--- config.mk ---
export PLATFORM = sky130hd
export DESIGN_NAME = reg_bank
export DESIGN_NICKNAME = d
export VERILOG_FILES = /design/src/rtl/reg_bank_pkg.sv /design/src/rtl/reg_bank.sv
export SDC_FILE = /design/constraint.sdc
export NUM_CORES = 1
export LEC_CHECK = 0
export ABC_AREA = 1
export CAP_MARGIN = 0
export CORE_MARGIN = 1.5
export CORE_UTILIZATION = 57
export DETAILED_ROUTE_END_ITERATION = 10
export PLACE_DENSITY_LB_ADDON = 0.1
export RECOVER_POWER = 25
export SLEW_MARGIN = 10
export SYNTH_ARGS = -nofsm -noshare
export SYNTH_HDL_FRONTEND = slang
export SYNTH_SLANG_ARGS = --single-unit
--- constraint.sdc ---
create_clock -name CLK -period 2.31 [get_ports CLK]
set_input_delay 0.462 -clock CLK [delete_from_list [all_inputs] [get_ports CLK]]
set_output_delay 0.462 -clock CLK [all_outputs]
set_load 0.01 [all_outputs]
--- src/rtl/reg_bank_pkg.sv ---
// Shared defaults for the register bank: geometry, reset image and index names
// for the exported low registers.
package reg_bank_pkg;

  localparam int unsigned DEF_DATAWIDTH = 8;
  localparam int unsigned DEF_DEPTH     = 16;
  localparam int unsigned DEF_ADDR      = 4;
  localparam int unsigned DEF_NUM_EXP   = 4;

  localparam int unsigned REG_IDX_0 = 0;
  localparam int unsigned REG_IDX_1 = 1;
  localparam int unsigned REG_IDX_2 = 2;
  localparam int unsigned REG_IDX_3 = 3;

  localparam int unsigned DEF_RST_W = DEF_DEPTH * DEF_DATAWIDTH;

  // Reg 2 powers up to 0x21, reg 3 to 0x08, everything else clears.
  localparam logic [DEF_RST_W-1:0] DEF_RST_VAL =
      (DEF_RST_W'(8'h21) << (REG_IDX_2 * DEF_DATAWIDTH)) |
      (DEF_RST_W'(8'h08) << (REG_IDX_3 * DEF_DATAWIDTH));

endpackage

--- src/rtl/reg_bank.sv ---
// Parameterised register bank: single-cycle writes, latency-1 reads with
// read-before-write, per-register read-only mask and low registers exported.
module reg_bank
  import reg_bank_pkg::*;
#(
  parameter int unsigned DATAWIDTH = DEF_DATAWIDTH,
  parameter int unsigned DEPTH     = DEF_DEPTH,
  parameter int unsigned ADDR      = DEF_ADDR,
  parameter int unsigned NUM_EXP   = DEF_NUM_EXP,
  parameter logic [DEPTH-1:0] RO_MASK = '0,
  parameter logic [DEPTH*DATAWIDTH-1:0] RST_VAL = (DEPTH*DATAWIDTH)'(DEF_RST_VAL)
) (
  input  logic                         CLK,
  input  logic                         RST,
  input  logic [ADDR-1:0]              Address,
  input  logic                         WrEn,
  input  logic                         RdEn,
  input  logic [DATAWIDTH-1:0]         WrData,
  output logic [DATAWIDTH-1:0]         RdData,
  output logic                         RdData_Valid,
  output logic                         Err,
  output logic [NUM_EXP*DATAWIDTH-1:0] REG_EXP,
  output logic [NUM_EXP-1:0]           REG_UPD
);

  localparam logic [ADDR:0] DEPTH_W = (ADDR+1)'(DEPTH);

  logic [DATAWIDTH-1:0] regs [DEPTH];
  logic [DATAWIDTH-1:0] rd_word;
  logic                 in_range;
  logic                 ro_hit;
  logic                 wr_ok;

  assign in_range = {1'b0, Address} < DEPTH_W;

  // Decode by comparison rather than indexing so DEPTH need not fill the
  // address space and out-of-range addresses select nothing.
  always_comb begin
    rd_word = '0;
    ro_hit  = 1'b0;
    for (int unsigned i = 0; i < DEPTH; i++) begin
      if (Address == ADDR'(i)) begin
        rd_word = regs[i];
        ro_hit  = RO_MASK[i];
      end
    end
  end

  assign wr_ok = WrEn & in_range & ~ro_hit;

  always_ff @(posedge CLK) begin
    if (RST) begin
      for (int unsigned i = 0; i < DEPTH; i++) begin
        regs[i] <= RST_VAL[i*DATAWIDTH +: DATAWIDTH];
      end
      RdData       <= '0;
      RdData_Valid <= 1'b0;
      Err          <= 1'b0;
      REG_UPD      <= '0;
    end else begin
      RdData_Valid <= RdEn;
      if (RdEn) begin
        RdData <= in_range ? rd_word : '0;
      end
      // A combined access with either side rejected still yields one pulse.
      Err <= (RdEn & ~in_range) | (WrEn & ~wr_ok);
      for (int unsigned i = 0; i < DEPTH; i++) begin
        if (wr_ok && (Address == ADDR'(i))) begin
          regs[i] <= WrData;
        end
      end
      for (int unsigned i = 0; i < NUM_EXP; i++) begin
        REG_UPD[i] <= wr_ok && (Address == ADDR'(i));
      end
    end
  end

  always_comb begin
    REG_EXP = '0;
    for (int unsigned i = 0; i < NUM_EXP; i++) begin
      REG_EXP[i*DATAWIDTH +: DATAWIDTH] = regs[i];
    end
  end

endmodule

# Yosys cells after proc, flatten, opt, wreduce, memory -nomap -nowiden
# Memories as Yosys holds them, arrays and structs flattened.
# Cells that the tools add are included.
dict set report word_totals {
  mem_bits_rw 128
  output_inout_bits 46
  regBits 13
  memories 1
  in_bits 16
  latch_bits 0
  elab_cells 134
  romBits 0
}
dict set report classes {
  addsub 0
  n_lt_le_gt_ge 0
  n_mux 82
  bitwise_logic 16
  shifts 0
  div_mod_pow 0
  reduce_logical 17
  eq_ne 15
  n_mul 0
}
# name depth word_bits rd rd_ports_with_merged_regs wr line_no
set memory_table {}
lappend memory_table {regs 16 8 16 0 16 reg_bank.sv:28} ;# logic [DATAWIDTH-1:0] regs [DEPTH];
# cell n
set ops {}
lappend ops {{$mux W8} 32}
lappend ops {{$mux W1} 50}
lappend ops {{$eq A4 B4 Y1 const B} 8}
lappend ops {{$eq A4 B3 Y1 const B} 4}
lappend ops {{$logic_and A1 B1 Y1} 16}
lappend ops {{$or A1 B1 Y1} 16}
lappend ops {{$eq A4 B2 Y1 const B} 2}
lappend ops {{$eq A4 B1 Y1 const B} 1}
lappend ops {{$logic_not A4 Y1} 1}

# Logic depth before layout (Yosys ltp)
dict set report depth {
  ltp_word 17
  mapped_depth 14
  mapped_depth_nobuf 14
}

# Least setup slack after synthesis
# Ideal clock, no wire load.
dict set report synth_timing {
  kind {input-to-reg}
  start {input port Address[0]}
  end {memory regs[0][120] in the netlist's numbering (enable)}
  path_slack_ns 0.271
  setup_ns 0.384
  required_time_ns 1.926
  n_path_buf 0
  stages 4
  arrival_ns 1.655
  path_cell_list {nand2_2 nor2_2 inv_1 o21ai_0}
}
# item line_no
set synth_rtl {}
lappend synth_rtl {{from (decl)} reg_bank.sv:15} ;# input logic [ADDR-1:0] Address,
lappend synth_rtl {{to (decl)} reg_bank.sv:28}

# Final worst setup path
dict set report layout_timing {
  start {input port Address[2]}
  end {register RdData[7]}
}
dict set report layout_via {
  elab_chain_cells 17
  word_cells_on_any_way 32
  cone_classes {15 x eq/ne; 16 x mux; 1 x reduce/logical}
}
# item line_no
set layout_rtl {}
lappend layout_rtl {{$logic_not A4 Y1} reg_bank.sv:42} ;# if (Address == ADDR'(i)) begin
lappend layout_rtl {{$mux W8 (15 in series)} reg_bank.sv:42}
lappend layout_rtl {{$mux W8 (*)} reg_bank.sv:42}
lappend layout_rtl {{to (signal assigned)} reg_bank.sv:63} ;# RdData <= in_range ? rd_word : '0;
lappend layout_rtl {{to (decl)} reg_bank.sv:19} ;# output logic [DATAWIDTH-1:0] RdData,
# Every way passes the cells marked *; elsewhere a longest branch is shown, timed or not.
# A chain may end at the register's enable or synchronous reset.

==> results.md <==
* First-pass GRT wire length at about 25000 µm
* Clock Sinks at ~140
* Data required time at the worst endpoint at ~2.7 ns
* MaxCap Viol Count at 0
* Synth unique cells at 24
* Warnings from Yosys at 0
* Status: finished clean
* DIE AREA at 11670 µm²
* Pin count of the biggest net entering global routing at 22
* Worst Setup End Kind: flip-flop
* Crit path arrival time at ~2.6 ns
* Vias in the first global route at about 4500
* H-tree level count at 4
* Fin. Hold Viols at 0
* Syn nets at approximately 630
* Power per Cell Area at roughly 810 nW/µm²
* CTS tree: done
* Post-Syn Instances at approximately 620
* Final min period at around 2.1 ns
* Ant. Diodes at 0
* Postcts setup bufs at 0
* Worst-margin pin slew at slightly above 0.8 ns
* Initial core utilization at 58.27%
* Port Buffer Count at 60
* Post-synthesis cell area at between 6000 and 7000 µm²
* Core area at roughly 11000 µm²
* Period utilization at between 90 and 100%
* F_max at 0.4668 GHz
* Leak pwr at 3.054 nW
* Final Setup Violations at 0
* Seq/Total Area, Yosys at about two thirds
* Final setup TNS at 0 ns
* Layout cells sized above 1 at approximately 15%
* Min-delay worst type: reg2reg
* Post-route insts no fill at 869
* GPL Wtd Cong at 0.9448
* Worst Hold Path EP: RdData[5]
* Detail Route Antenna Nets at 0
* Die Wd at between 100 and 150 µm
* CP Launch Type: primary input
* Critical path type: in2reg
* Worst skew pair latency at between 0.5 and 0.6 ns
* Max IR drop VDD at roughly 600 µV
* RSZ-0062 raised after global routing: false
* GRT Total Usage at approximately 30%
* Final Max Slew Viols at 0
* Hpwl dp at roughly 11000 µm
* Largest area contributor in the netlist: edfxtp_1
* FF+latch count, synth at 141
* Clk slew on worst S/H paths at 0.06 ns
* Overflow after GRT at 0
* Synth top area share at about 61%
* Syn-to-layout area delta at 23.80%
* Drt pass-1 iters at 6
* Slew headroom at 44.77%
* GRT busiest layer: met2
* Hold path depth at 2
* Placed Cells at roughly 840
* Via count at ~4800
* Row count at 38
* Met2 Resource Use GR at 46.88%
* Worst r2r path cells at 10
* Total routed wirelength at 16260 µm
* CTS Hold Buffers Added at 0
* Worst r2r dst: RdData[7]
* Hold wc startpoint: RdData[5]
* Pwr Total at between 6 and 7 mW
* Nets@finish at about 730
* CP Max Fanout at 5
* Inserted Clock Buffers at 17
* RR Startpoint: regs[0][15]
* Initial DRC Count at 427
* Vias per cell at approximately 5.5
* Worst Skew at about 0.0075 ns
* Initial antenna violation count at 0
* Design area at between 7000 and 8000 µm²
* Met3 GRT Util at under 10%
* Root Buffer: clkbuf_8
* Area contributors post-synth: edfxtp_1 (61%), nor2_1 (8.8%), nand2_1 (7.2%)
* Clk buf depth at 2
* GRT met1 Usage at between 40% and 50%
* Io pins at just over 60
* DP Area at 7239 µm²
* Reg2reg setup slack at between 0.5 and 0.6 ns
* Avg WL per Cell at 18.71 µm
* Syn Area/Cell at 10.18 µm²
* Die height at about 110 µm
* # DRC at 0
-- critical path, cell delays in order --
cell,delay (ns)
clkdlybuf4s50_1,0.50
buf_4,0.16
inv_1,0.04
nand2_1,0.11
nor2_1,0.09
inv_2,0.10
nor2_1,0.05
nor2_1,0.17
nand4_1,0.11
nor2_1,0.17
nand4_1,0.16
nor2_1,0.17
nand4_1,0.09
nor2_1,0.13
nor2_1,0.06
-- synth_stat cells, drive strengths merged --
cell,count
edfxtp,128
buf,39
dfxtp,13
inv,59
clkbuf,3
nand4,20
o21ai,8
or2,8
nand2,124
conb,1
a21oi,19
nand3,36
nor2,160
-- layout by cell type, fill, tap and decap left out, types with 4 or more instances in the layout --
| cell type | synthesis | routed |
|---|---|---|
| inv_2 | 8 | 7 |
| clkbuf_1 | 3 | 13 |
| buf_4 | 33 | 49 |
| dfxtp_1 | 13 | 13 |
| or2_0 | 6 | 6 |
| nor2_1 | 147 | 147 |
| nand3_1 | 36 | 36 |
| nor2_2 | 8 | 8 |
| clkdlybuf4s50_1 | 0 | 56 |
| o21ai_0 | 8 | 8 |
| edfxtp_1 | 128 | 128 |
| clkbuf_16 | 0 | 16 |
| nand4_1 | 20 | 20 |
| inv_1 | 50 | 51 |
| a21oi_1 | 16 | 16 |
| nand2_1 | 120 | 120 |
| nor2_4 | 4 | 4 |
-- how the worst max path moves through the flow --
stage,startpoint,end,slack [ns]
after floorplan,Address[0],regs[0][120],0.27
after global placement,Address[2],RdData[3],-0.53
after detailed placement,Address[2],regs[0][18],-0.63
after CTS,Address[0],RdData[7],0.05
after global routing,Address[3],RdData[7],0.02
final,Address[2],RdData[7],0.17
-- metal layers --
layer	vias to the layer above	wire length, µm
met5	-	0
met3	37	1600
met2	262	7621
li1	2205	-
met1	2255	6654
met4	0	384
-- state kept, by name, summed over array words and instances, names as in the netlist --
| register | cells |
|---|---|
| RdData_Valid | 1 |
| REG_UPD | 4 |
| regs | 128 |
| RdData | 8 |
-- timing repair --
action,CTS,global route
resized for setup,1,2
endpoints found under the setup margin,17,1
endpoints found under the hold margin,0,0
-- metrics by stage --
stage / util, % / hold slack (ns) / worst slack (ns)
2_1_floorplan: - / 0.4870 / 0.2714
3_3_place_gp: 67.08 / 0.4525 / -0.5315
3_5_place_dp: 67.08 / 0.4584 / -0.6343
4_1_cts: 72.57 / 0.4665 / 0.04735
5_1_grt: 72.13 / 0.4792 / 0.02164
6_report: 72.13 / 0.4639 / 0.1676
-- power by group --
part,switching (mW),leakage [nW],internal (mW)
Combinational,0.351,1.43,0.219
Clock,1.02,0.285,1.70
Sequential,0.0665,1.34,2.97
Total,1.44,3.05,4.89
-- area by class of cell --
class / count / area (µm²)
clock inverters: 10 / 137.6
clock buffers: 22 / 452.9
flip-flops and latches: 141 / 4104
inverters: 59 / 224.0
multi-input cells: 376 / 1653
fillers: 804 / 3008
well taps: 140 / 175.2
repair buffers: 121 / 1039
-- cell families after synthesis --
family,count (synthesis),synth area share [%]
AOI/OAI and AO/OA,27,2.328
buffers and inverters,101,8.456
DFF,141,65.26
other,1,0.05963
and+or+nand+nor,348,23.90
(Power assumes the default switching activity.)
